`src/rtl/pixel_arbiter.sv`:
```
// pixel_arbiter: round-robin arbiter granting one pixel writer at a time to the VGA write port.
// Define PIXEL_ARB_TIMEOUT_EN to add a grant-hold timeout and the tmo_pulse output.
module pixel_arbiter #(
  parameter int NCLIENT = 4,
  parameter int nX      = 10,
  parameter int nY      = 9,
  parameter int NC      = 9,
  parameter int TMO     = 4096
) (
  input  logic                  Clock,
  input  logic                  Reset,
  input  logic [NCLIENT-1:0]    req,
  input  logic [NCLIENT*nX-1:0] c_x,
  input  logic [NCLIENT*nY-1:0] c_y,
  input  logic [NCLIENT*NC-1:0] c_color,
  input  logic [NCLIENT-1:0]    c_write,
  output logic [NCLIENT-1:0]    gnt,
  output logic [nX-1:0]         VGA_x,
  output logic [nY-1:0]         VGA_y,
  output logic [NC-1:0]         VGA_color,
  output logic                  VGA_write,
  output logic [2:0]            owner,
  output logic                  busy
`ifdef PIXEL_ARB_TIMEOUT_EN
  ,
  output logic                  tmo_pulse
`endif
);

  localparam int IW = $clog2(NCLIENT);

  if (NCLIENT < 2 || NCLIENT > 8 || TMO < 2) begin : g_param_check
    $error("pixel_arbiter: NCLIENT must be 2..8 and TMO at least 2");
  end

  typedef enum logic [0:0] {IDLE = 1'b0, GRANT = 1'b1} state_t;

  state_t              state_r, state_n;
  logic [NCLIENT-1:0]  gnt_n;
  logic [2:0]          owner_n;
  logic                busy_n;
  logic [IW-1:0]       last_r, last_n, sel_s;
  logic                found_s, req_own_s;
`ifdef PIXEL_ARB_TIMEOUT_EN
  localparam int HW = $clog2(TMO);
  logic [HW-1:0]       hold_r, hold_n;
  logic                tmo_n;
`endif

  // Round-robin pick: scan downward so the nearest index after last_r wins.
  always_comb begin
    logic [IW-1:0] idx_v;
    idx_v   = '0;
    sel_s   = '0;
    found_s = 1'b0;
    for (int k = NCLIENT; k >= 1; k--) begin
      idx_v   = IW'((int'(last_r) + k) % NCLIENT);
      sel_s   = req[idx_v] ? idx_v : sel_s;
      found_s = found_s | req[idx_v];
    end
  end

  // gnt is one-hot on the owner, so this is the owner's request.
  assign req_own_s = |(req & gnt);

  // Next-state and next-grant logic.
  always_comb begin
    state_n = state_r;
    gnt_n   = gnt;
    owner_n = owner;
    busy_n  = busy;
    last_n  = last_r;
`ifdef PIXEL_ARB_TIMEOUT_EN
    hold_n  = hold_r;
    tmo_n   = 1'b0;
`endif
    case (state_r)
      IDLE: begin
        if (found_s) begin
          state_n = GRANT;
          gnt_n   = NCLIENT'(1) << sel_s;
          owner_n = 3'(sel_s);
          last_n  = sel_s;
          busy_n  = 1'b1;
`ifdef PIXEL_ARB_TIMEOUT_EN
          hold_n  = '0;
`endif
        end else begin
          gnt_n  = '0;
          busy_n = 1'b0;
        end
      end
      GRANT: begin
        if (!req_own_s) begin
          state_n = IDLE;
          gnt_n   = '0;
          busy_n  = 1'b0;
        end else begin
`ifdef PIXEL_ARB_TIMEOUT_EN
          if (hold_r == HW'(TMO - 1)) begin
            state_n = IDLE;
            gnt_n   = '0;
            busy_n  = 1'b0;
            tmo_n   = 1'b1;
          end else begin
            hold_n = hold_r + HW'(1);
          end
`else
          state_n = GRANT;
`endif
        end
      end
      default: begin
        state_n = IDLE;
        gnt_n   = '0;
        busy_n  = 1'b0;
      end
    endcase
  end

  // State and grant registers with synchronous reset.
  always_ff @(posedge Clock) begin
    if (Reset) begin
      state_r   <= IDLE;
      gnt       <= '0;
      owner     <= 3'd0;
      busy      <= 1'b0;
      last_r    <= IW'(NCLIENT - 1);
`ifdef PIXEL_ARB_TIMEOUT_EN
      hold_r    <= '0;
      tmo_pulse <= 1'b0;
`endif
    end else begin
      state_r   <= state_n;
      gnt       <= gnt_n;
      owner     <= owner_n;
      busy      <= busy_n;
      last_r    <= last_n;
`ifdef PIXEL_ARB_TIMEOUT_EN
      hold_r    <= hold_n;
      tmo_pulse <= tmo_n;
`endif
    end
  end

  // AND-OR mux keyed on gnt: only the owner's signals can reach the port.
  always_comb begin
    VGA_x     = '0;
    VGA_y     = '0;
    VGA_color = '0;
    for (int i = 0; i < NCLIENT; i++) begin
      VGA_x     = VGA_x     | ({nX{gnt[i]}} & c_x[i*nX +: nX]);
      VGA_y     = VGA_y     | ({nY{gnt[i]}} & c_y[i*nY +: nY]);
      VGA_color = VGA_color | ({NC{gnt[i]}} & c_color[i*NC +: NC]);
    end
    VGA_write = |(gnt & c_write);
  end

endmodule
```
`config.mk`:
```
export PLATFORM = sky130hd
export DESIGN_NAME = pixel_arbiter
export DESIGN_NICKNAME = d
export VERILOG_FILES = /design/src/rtl/pixel_arbiter.sv
export SDC_FILE = /design/constraint.sdc
export NUM_CORES = 1
export LEC_CHECK = 0
export ABC_AREA = 1
export BUFFER_PORTS_ARGS = -buffer_cell sky130_fd_sc_hd__buf_2
export CAP_MARGIN = 40
export CELL_PAD_IN_SITES_DETAIL_PLACEMENT = 2
export CELL_PAD_IN_SITES_GLOBAL_PLACEMENT = 2
export CORE_MARGIN = 2
export CORE_UTILIZATION = 13
export CTS_CLUSTER_DIAMETER = 80
export CTS_CLUSTER_SIZE = 24
export DETAILED_ROUTE_END_ITERATION = 8
export GPL_TIMING_DRIVEN = 0
export PLACE_DENSITY = 0.9
export SETUP_SLACK_MARGIN = 0.2
export SLEW_MARGIN = 20
export SYNTH_ARGS = -nofsm -noshare
export SYNTH_HDL_FRONTEND = slang
export SYNTH_SLANG_ARGS = --single-unit
```
`constraint.sdc`:
```
create_clock -name Clock -period 1.6 [get_ports Clock]
set_input_delay 0.32 -clock Clock [delete_from_list [all_inputs] [get_ports Clock]]
set_output_delay 0.32 -clock Clock [all_outputs]
set_load 0.03 [all_outputs]
```
==> results of run 1 <==
## worst paths after layout
check	from	endpoint	slack [ns]
max	gnt[0]$_SDFFE_PP0P_	VGA_x[9]	0.02
min	Reset	gnt[1]$_SDFFE_PP0P_	0.34
max reg2reg	last_r[0]$_SDFFE_PP1P_	gnt[2]$_SDFFE_PP0P_	0.03
min reg2reg	busy$_SDFFE_PP0P_	busy$_SDFFE_PP0P_	0.47
## logic make-up (layout without fill, tap and decap cells)
family	count (synthesis)	in the layout	share of synthesized area, %
AO/OA/AOI/OAI	13	13	6.05
flip-flops	10	10	15.1
other	1	3	0.283
AND/OR/NAND/NOR	207	207	68.2
buffers and inverters	32	214	10.3
## flip-flops by register name, summed over array words and instances (netlist names)
register / count
last_r: 2
busy: 1
gnt: 4
state_r: 1
owner: 2
## area by class of cell
cell class / count / area [µm²]
timing repair buffer: 178 / 1200
antenna: 2 / 5.00
fill: 1190 / 6410
sequential: 10 / 218
inverter: 18 / 87.6
clock buffer: 4 / 55.1
multi-input combinational: 221 / 1400
buffer: 14 / 273
tap: 133 / 166
## per-stage QoR
stage	utilization, %	area [µm²]	cells	power (µW)
3_5_place_dp	23.4	2300	553	4300
5_1_grt	34.7	3410	580	7570
2_1_floorplan	-	1350	263	3020
6_report	34.7	3410	580	7170
4_1_cts	31.4	3090	572	6330
3_3_place_gp	23.4	2300	553	4160
## cell usage in the layout, fill, tap and decap left out, types with 2 or more instances in the layout
master and count:
buf_2 128, nand2_1 94, nand2_2 37, buf_6 30, nand4_1 29, nand2_4 24
buf_4 14, inv_1 12, clkbuf_8 11, clkbuf_16 7, nor2_1 6, nand2_8 5
buf_12 4, inv_2 4, dfxtp_1 4, dfxtp_4 4, nand3_2 3, nor2_2 3
nor2_4 3, a21oi_2 3, diode_2 2, o21ai_0 2, o21ai_2 2, nand3_4 2
o211ai_1 2, dfxtp_2 2
## timing repair
action | in CTS | in global routing
pin swaps | 26 | 34
setup buffers | 11 | 6
gates cloned | 4 | 0
endpoints found under the setup margin | 37 | 39
resized for setup | 154 | 67
## metal layers
metal  GRT usage [%]  vias to the layer above  share of wire (%)
met5               0                        -                  0
met3            2.62                       15                3.8
met1            18.6                     1232                 35
met2            36.7                       88                 59
met4            5.33                        0                1.7
li1                -                     1206                  -
## where the power goes
group | switching [µW] | internal, µW
Combinational | 3670 | 2680
Clock | 110 | 217
Sequential | 123 | 376
## worst max-delay path, cell delays in order, from the launching register on
cell and delay (ns):
dfxtp_4 0.36, clkbuf_16 0.16, buf_12 0.15, nand2_4 0.05, nand4_1 0.11, buf_6 0.17
==> summary.txt, run 1 <==
Wire per inst - 19.2 µm
CTS Sinks - 10
Synth top cells by count - 150 x nand2_1, 29 x nand4_1, 16 x inv_1
Ys Warns - 0
Pre-CTS WS - -0.0809 ns
Cell accounting for the most synthesized area - nand2_1
RSZ-0062 raised after global routing - yes
Vias in the first global route - 2,899
Ys async rst share - 0%
Share of cells above drive strength 1 - 65.8%
Crit share post-route - 98.8%
Vias per cell - 4.38
First-pass GRT wire length - 15.5 mm
Initial antenna violation count - 2
Setup crit end kind - output pin
Worst-path clk slew - 0.05 ns
Path depth of the worst reg2reg path - 13
Hold path depth - 2
Yosys cell types - 23
Final min period - 1.58 ns
Hold Path Class - input pin to flop
Req. time, crit path - 1.28 ns
Avg Cell Area, Syn - 5.03 µm²
EDFF count, synth - 0
I/O pins - 159
Maximum VDD drop - 0.697 mV
Critical Path Source Type - flop
Die footprint - 0.0110 mm²
CTS buffer count - 3
DRT antenna net count - 0
DRT iter0 DRCs - 72
Top cell type's share of synthesized area - 42.5%
Worst Hold Slack - 0.343 ns
Crit Path Category - flop to output pin
Total routing usage reported by global routing - 18.0%
Sequential-to-total area share from yosys stat - 15.1%
Power per Cell Area - 2100 mW/mm²
Clock Latency Late Sink - 0.24 ns
Pre-antenna DRT Iters - 4
P&R area growth vs syn - 158%
Cell row count - 36
Vert. Die Dim - 105 µm
Dominant synthesized flop cell - dfxtp_1
Static Leak - 0.00175 µW
Initial Utilization - 13.5%
Vias - 2,541
Final GP Congestion - 0.812
Buffers added on ports - 157
CTS Buffer Depth - 2
Critical path arrival - 1.26 ns
Final WS setup - 0.0188 ns
Final net count - 568
Final hold violations - 0
Setup total negative slack - 0 ns
Largest net degree at the start of global routing - 11
Syn Std Cell Area - 0.00132 mm²
Most area-consuming cells after synthesis - nand2_1 43%, dfxtp_1 15%, nand4_1 14%
Peak Freq - 632 MHz
CTS H-tree lvls - 1
Core area - 0.00982 mm²
Drt total wl - 11.1 mm
Crit path max fanout - 8
CTS tree - yes
Root Buffer - clkbuf_8
Final slew viol count - 0
Drt drc - 0
GRT Residual Overflow - 0
Final setup vio count - 0
Post-Syn Nets - 385
Gate Count Post-Synth - 263
Clock skew - 0.000675 ns
Post-DP HPWL - 7.62 mm
Yosys reg bits - 10
Die W - 105 µm
Top-count cell post-synth - nand2_1
Max-cap viol count - 0
Cts-stage hold buffer count - 0
Status - finished clean
Power figures use the tool's default switching activity.
==> run 2, diff against run 1 <==
--- a/config.mk
+++ b/config.mk
@@ -8,15 +8,13 @@
 export ABC_AREA = 1
 export BUFFER_PORTS_ARGS = -buffer_cell sky130_fd_sc_hd__buf_2
 export CAP_MARGIN = 40
-export CELL_PAD_IN_SITES_DETAIL_PLACEMENT = 2
-export CELL_PAD_IN_SITES_GLOBAL_PLACEMENT = 2
 export CORE_MARGIN = 2
-export CORE_UTILIZATION = 13
+export CORE_UTILIZATION = 33
 export CTS_CLUSTER_DIAMETER = 80
 export CTS_CLUSTER_SIZE = 24
 export DETAILED_ROUTE_END_ITERATION = 8
 export GPL_TIMING_DRIVEN = 0
-export PLACE_DENSITY = 0.9
+export PLACE_DENSITY = 0.89
 export SETUP_SLACK_MARGIN = 0.2
 export SLEW_MARGIN = 20
 export SYNTH_ARGS = -nofsm -noshare
==> summary.txt, run 2 (synthesized netlist as in run 1, its figures left out) <==
Status - finished, violations left
Failing checks - setup timing
Commonest non-fill, non-tap cell in the layout - buf_2
P&R area growth vs syn - 132%
CTS tree - yes
Fill count - 268 (-77%)
I/O pins - 159 (unchanged)
CTS H-tree lvls - 1 (unchanged)
Ant. Diodes - 0 (-2)
Worst r2r dst - owner[1]$_SDFFE_PP0P_
Worst Hold Slack - 0.326 ns (-0.0172 ns)
Critical Path Source Type - flop
DRT antenna net count - 0 (unchanged)
Biggest register - gnt
CTS buffer count - 3 (unchanged)
Initial antenna violation count - 0 (-2)
RSZ-0062 raised after global routing - yes
Post-Layout Cell Count - 493 (-15%)
R2R setup slack - 0.09 ns (+0.06 ns)
R2r startpoint - last_r[0]$_SDFFE_PP1P_
Final hold violations - 0 (unchanged)
Share of cells above drive strength 1 - 61.4% (-4.4 points)
DRT iter0 DRCs - 201 (+180%)
Pre-antenna DRT Iters - 5 (+1)
Path depth of the worst reg2reg path - 10 (-3)
Largest net degree at the start of global routing - 11 (unchanged)
Hold Path Origin - Reset
Crit Path Category - flop to output pin
Hold endpoint - gnt[1]$_SDFFE_PP0P_
Hold Path Class - input pin to flop
Buffers added on ports - 157 (unchanged)
Pre-CTS WS - -0.0170 ns (+0.0639 ns)
Drt total wl - 7.75 mm (-30%)
Post-DP HPWL - 4.63 mm (-39%)
Die footprint - 0.00453 mm² (-59%)
GRT Residual Overflow - 0 (unchanged)
Crit share post-route - 100% (+1.2 points)
Final slew viol count - 0 (unchanged)
Power per Cell Area - 2080 mW/mm² (-1.3%)
Final Total Pwr - 6380 µW (-11%)
Worst-path clk slew - 0.05 ns (about the same)
Hold path depth - 2 (unchanged)
Most frequent cells in the layout - 128 x buf_2, 103 x nand2_1, 37 x nand2_2
Vias in the first global route - 2,059 (-29%)
Vias per cell - 5.14 (+17%)
Final GP Congestion - 0.920 (+13%)
Setup crit end kind - output pin
Static Leak - 0.00168 µW (-3.7%)
Final setup vio count - 1 (+1)
Clock skew - 0.000489 ns (-0.000185 ns)
Peak Freq - 625 MHz (-1.2%)
Final net count - 566 (-0.35%)
Max-cap viol count - 0 (unchanged)
Dpl cells - 470 (-15%)
Final min period - 1.60 ns (+0.0197 ns)
Cell row count - 23 (-36%)
Drt drc - 0 (unchanged)
Initial Utilization - 33.6% (+20 points)
Root Buffer - clkbuf_8
Clock Latency Late Sink - 0.24 ns (about the same)
Critical path arrival - 1.28 ns (+0.02 ns)
Largest registers - gnt x4, last_r x2, owner x2
Die W - 67.3 µm (-36%)
Final WS setup - -0.000870 ns (-0.0197 ns)
Setup total negative slack - -0.000870 ns (-0.000870 ns)
CTS Sinks - 10 (unchanged)
Core area - 0.00394 mm² (-60%)
Largest register FFs - 4 (unchanged)
Req. time, crit path - 1.28 ns (about the same)
CTS Buffer Depth - 2 (unchanged)
Wire per inst - 15.7 µm (-18%)
Vert. Die Dim - 67.3 µm (-36%)
Crit path max fanout - 5 (-3)
Maximum VDD drop - 1.30 mV (+86%)
Cts-stage hold buffer count - 0 (unchanged)
First-pass GRT wire length - 9.09 mm (-41%)
Vias - 2,535 (-0.24%)
Total routing usage reported by global routing - 26.4% (+8.4 points)
==> run 2: changes by cell type in the layout (fill, tap and decap cells not counted), moves of 4 or more <==
cell / change
clkbuf_8: -4
nand2_8: -5
nand2_4: -4
buf_8: +4
nand2_1: +9
buf_6: +6
==> run 2: final cells by class <==
cell class                 instances  area, µm²  area share, %
buffer                            14        221           7.20
timing repair buffer             176       1180           38.3
multi-input combinational        221       1260           40.9
clock buffer                       4       55.1           1.79
sequential                        10        218           7.08
inverter                          18       83.8           2.73
tap                               50       62.6           2.04
==> run 2: worst max path at each step <==
stage | slack, ns | depth (start not counted) | start | endpoint
2_1_floorplan | 0.20 | 4 | gnt[0]$_SDFFE_PP0P_ | VGA_x[7]
3_3_place_gp | 0.06 | 4 | gnt[1]$_SDFFE_PP0P_ | VGA_y[0]
3_5_place_dp | -0.02 | 4 | gnt[1]$_SDFFE_PP0P_ | VGA_y[0]
4_1_cts | 0.06 | 5 | gnt[2]$_SDFFE_PP0P_ | VGA_y[2]
5_1_grt | -0.04 | 5 | gnt[0]$_SDFFE_PP0P_ | VGA_y[4]
6_report | -0.0009 | 5 | gnt[0]$_SDFFE_PP0P_ | VGA_y[4]
==> run 2: timing repair <==
action	CTS	global route
resized for setup	97	89
setup endpoints to repair	30	38
pin swaps	15	27
gates cloned	2	3
buffers inserted	8	6
==> run 2: power by group <==
group	switching [µW]	leakage (µW)	internal (µW)	total, µW
registers	117	0.0000852	376	493
logic	3200	0.00157	2370	5570
clock network	105	0.0000288	217	321
==> run 2: critical path: stages (launching register included) <==
cell and delay [ns]:
dfxtp_4 0.36, clkbuf_16 0.16, clkbuf_16 0.16, nand2_4 0.05
nand4_1 0.12, buf_6 0.18
==> run 2: per-layer routing <==
metal  track usage, %  up-vias  wire [µm]
met5                0        -          0
met4             9.95        0        278
met3             3.83       31        603
met2             47.2      149       3880
met1             31.8     1155       2980
li1                 -     1200          -
==> run 2: through the flow <==
stage	util, %	instance area [µm²]
2_1_floorplan	-	1350
3_3_place_gp	55.7	2200
3_5_place_dp	55.7	2200
4_1_cts	68.2	2690
5_1_grt	78.0	3070
6_report	78.0	3070
==> run 3, diff against run 2 <==
--- a/config.mk
+++ b/config.mk
@@ -8,7 +8,7 @@
 export ABC_AREA = 1
 export BUFFER_PORTS_ARGS = -buffer_cell sky130_fd_sc_hd__buf_2
 export CAP_MARGIN = 40
-export CORE_MARGIN = 2
+export CORE_ASPECT_RATIO = 1.5
 export CORE_UTILIZATION = 33
 export CTS_CLUSTER_DIAMETER = 80
 export CTS_CLUSTER_SIZE = 24
==> summary.txt, run 3 (synthesized netlist as in run 1, its figures left out) <==
Final slew viol count - 0 (unchanged)
Largest register FFs - 4 (unchanged)
Initial antenna violation count - 0 (unchanged)
GRT Residual Overflow - 0 (unchanged)
Share of cells above drive strength 1 - 65.2% (+3.8 points)
Fill count - 217 (-19%)
Crit share post-route - 103% (+3.3 points)
Final GP Congestion - 0.867 (-5.7%)
CTS Sinks - 10 (unchanged)
Finished Cell Area - 0.00311 mm² (+1.2%)
First-pass GRT wire length - 11.1 mm (+22%)
Root Buffer - clkbuf_8
Crit Path Category - flop to output pin
Vias per cell - 5.52 (+7.4%)
Pre-antenna DRT Iters - 7 (+2)
Drt drc - 0 (unchanged)
Req. time, crit path - 1.28 ns (about the same)
Vert. Die Dim - 79.6 µm (+18%)
Comb pwr share - 88.5% (+1.3 points)
Final hold violations - 0 (unchanged)
Hold path depth - 2 (unchanged)
Path depth of the worst reg2reg path - 13 (+3)
Setup total negative slack - -0.165 ns (-0.165 ns)
Drt total wl - 8.75 mm (+13%)
Largest registers - gnt x4, last_r x2, owner x2
Cts-stage hold buffer count - 0 (unchanged)
Peak Freq - 605 MHz (-3.2%)
Post-DP HPWL - 5.32 mm (+15%)
Crit path max fanout - 5 (unchanged)
Worst r2r dst - gnt[2]$_SDFFE_PP0P_
Worst-path clk slew - 0.05 ns (about the same)
Biggest register - gnt
Max-cap viol count - 0 (unchanged)
Largest net degree at the start of global routing - 11 (unchanged)
Cell Area, Placed - 0.00219 mm² (-0.40%)
Commonest non-fill, non-tap cell in the layout - buf_2
CTS Buffer Depth - 2 (unchanged)
Core area - 0.00375 mm² (-4.9%)
P&R area growth vs syn - 135%
Ant. Diodes - 0 (unchanged)
Internal power - 2910 µW (-1.7%)
Setup crit end kind - output pin
Die W - 53.7 µm (-20%)
Maximum VDD drop - 1.49 mV (+15%)
CTS buffer count - 3 (unchanged)
Buffers added on ports - 157 (unchanged)
RSZ-0062 raised after global routing - yes
Wire per inst - 18.1 µm (+15%)
Final net count - 563 (-0.53%)
Final setup vio count - 5 (+4)
Post-layout util - 82.9% (+5.0 points)
Sequential share of power - 7.3% (-0.4 points)
DRT antenna net count - 0 (unchanged)
Total routing usage reported by global routing - 35.5% (+9.1 points)
Clock network power share - 4.2% (-0.8 points)
Final WS setup - -0.0541 ns (-0.0532 ns)
Failing checks - setup timing
Clock Latency Late Sink - 0.24 ns (about the same)
Hold Path Origin - Reset
Switching share of power - 55.3% (+1.6 points)
Power per Cell Area - 2090 mW/mm² (+0.70%)
Critical Path Source Type - flop
DRT iter0 DRCs - 204 (+1.5%)
Die footprint - 0.00427 mm² (-5.7%)
Clock skew - 0.00695 ns (+0.00646 ns)
Initial Utilization - 35.3% (+1.7 points)
CTS H-tree lvls - 1 (unchanged)
Vias - 2,668 (+5.2%)
Hold Path Class - input pin to flop
CTS tree - yes
R2r startpoint - last_r[0]$_SDFFE_PP1P_
I/O pins - 159 (unchanged)
Most frequent cells in the layout - 128 x buf_2, 94 x nand2_1, 42 x nand2_2
Vias in the first global route - 2,381 (+16%)
R2R setup slack - 0.07 ns (-0.02 ns)
Critical path arrival - 1.33 ns (+0.05 ns)
Status - finished, violations left
Psw - 3590 µW (+5.0%)
Cell row count - 27 (+17%)
Final min period - 1.65 ns (+0.0532 ns)
Static Leak - 0.00170 µW (+1.1%)
Hold endpoint - gnt[3]$_SDFFE_PP0P_
[run 3: changes by cell type in the layout (fill, tap and decap cells not counted), sizes merged]
cell      previous run  this run
clkinvlp             1         0
clkinv               1         2
clkbuf              12        13
inv                 16        17
buf                182       177
[run 3: worst max-delay path, cell delays in order, from the launching register on]
cell and delay [ns]:
dfxtp_4 0.35, clkbuf_16 0.16, buf_8 0.13, nand2_2 0.05, nand4_1 0.19, buf_6 0.20
[run 3: through the flow]
stage / worst slack [ns] / total power, µW / hold WS [ns] / instances
detailed placement: 0.0208 / 4080 / 0.460 / 463
global placement: 0.0108 / 4030 / 0.451 / 463
floorplan: 0.203 / 3020 / 0.382 / 263
global route: -0.113 / 6800 / 0.350 / 483
CTS: -0.0118 / 5540 / 0.323 / 479
finish: -0.0541 / 6500 / 0.347 / 483
[run 3: how the worst max path moves through the flow]
stage | from | end | slack, ns
after global routing | gnt[0]$_SDFFE_PP0P_ | VGA_x[8] | -0.11
after floorplan | gnt[0]$_SDFFE_PP0P_ | VGA_x[7] | 0.20
after detailed placement | gnt[1]$_SDFFE_PP0P_ | VGA_y[3] | 0.02
after global placement | gnt[1]$_SDFFE_PP0P_ | VGA_y[3] | 0.01
after CTS | gnt[2]$_SDFFE_PP0P_ | VGA_y[5] | -0.01
final | gnt[0]$_SDFFE_PP0P_ | VGA_y[4] | -0.05
[run 3: area by class of cell]
class | count | area [µm²] | share of cell area [%]
Buffer | 14 | 226 | 7.28
Clock buffer | 3 | 41.3 | 1.33
Clock inverter | 1 | 3.75 | 0.121
Inverter | 18 | 80.1 | 2.57
Multi-Input combinational cell | 221 | 1330 | 42.9
Sequential cell | 10 | 215 | 6.92
Tap cell | 43 | 53.8 | 1.73
Timing Repair Buffer | 173 | 1160 | 37.2
[run 3: power by group through the flow]
| stage | sequential, µW | clock, µW | combinational (µW) |
|---|---|---|---|
| after floorplan | 558 | 0 | 2460 |
| after global placement | 436 | 0 | 3600 |
| after detailed placement | 440 | 0 | 3640 |
| after CTS | 451 | 273 | 4820 |
| after global routing | 489 | 283 | 6030 |
| final | 477 | 273 | 5750 |
[run 3: per-layer routing]
metal | GRT usage [%] | wire [µm] | up-vias | share of wire [%]
met4 | 17.9 | 374 | 0 | 4.3
li1 | - | - | 1197 | -
met3 | 13.9 | 1190 | 52 | 14
met5 | 0 | 0 | - | 0
met2 | 58.8 | 4320 | 246 | 49
met1 | 37.1 | 2880 | 1173 | 33
[run 3: repair_timing]
item,CTS,global route
setup endpoints to repair,30,38
resized for setup,116,96
pin swaps,13,35
cloned,4,0
setup buffers,8,4
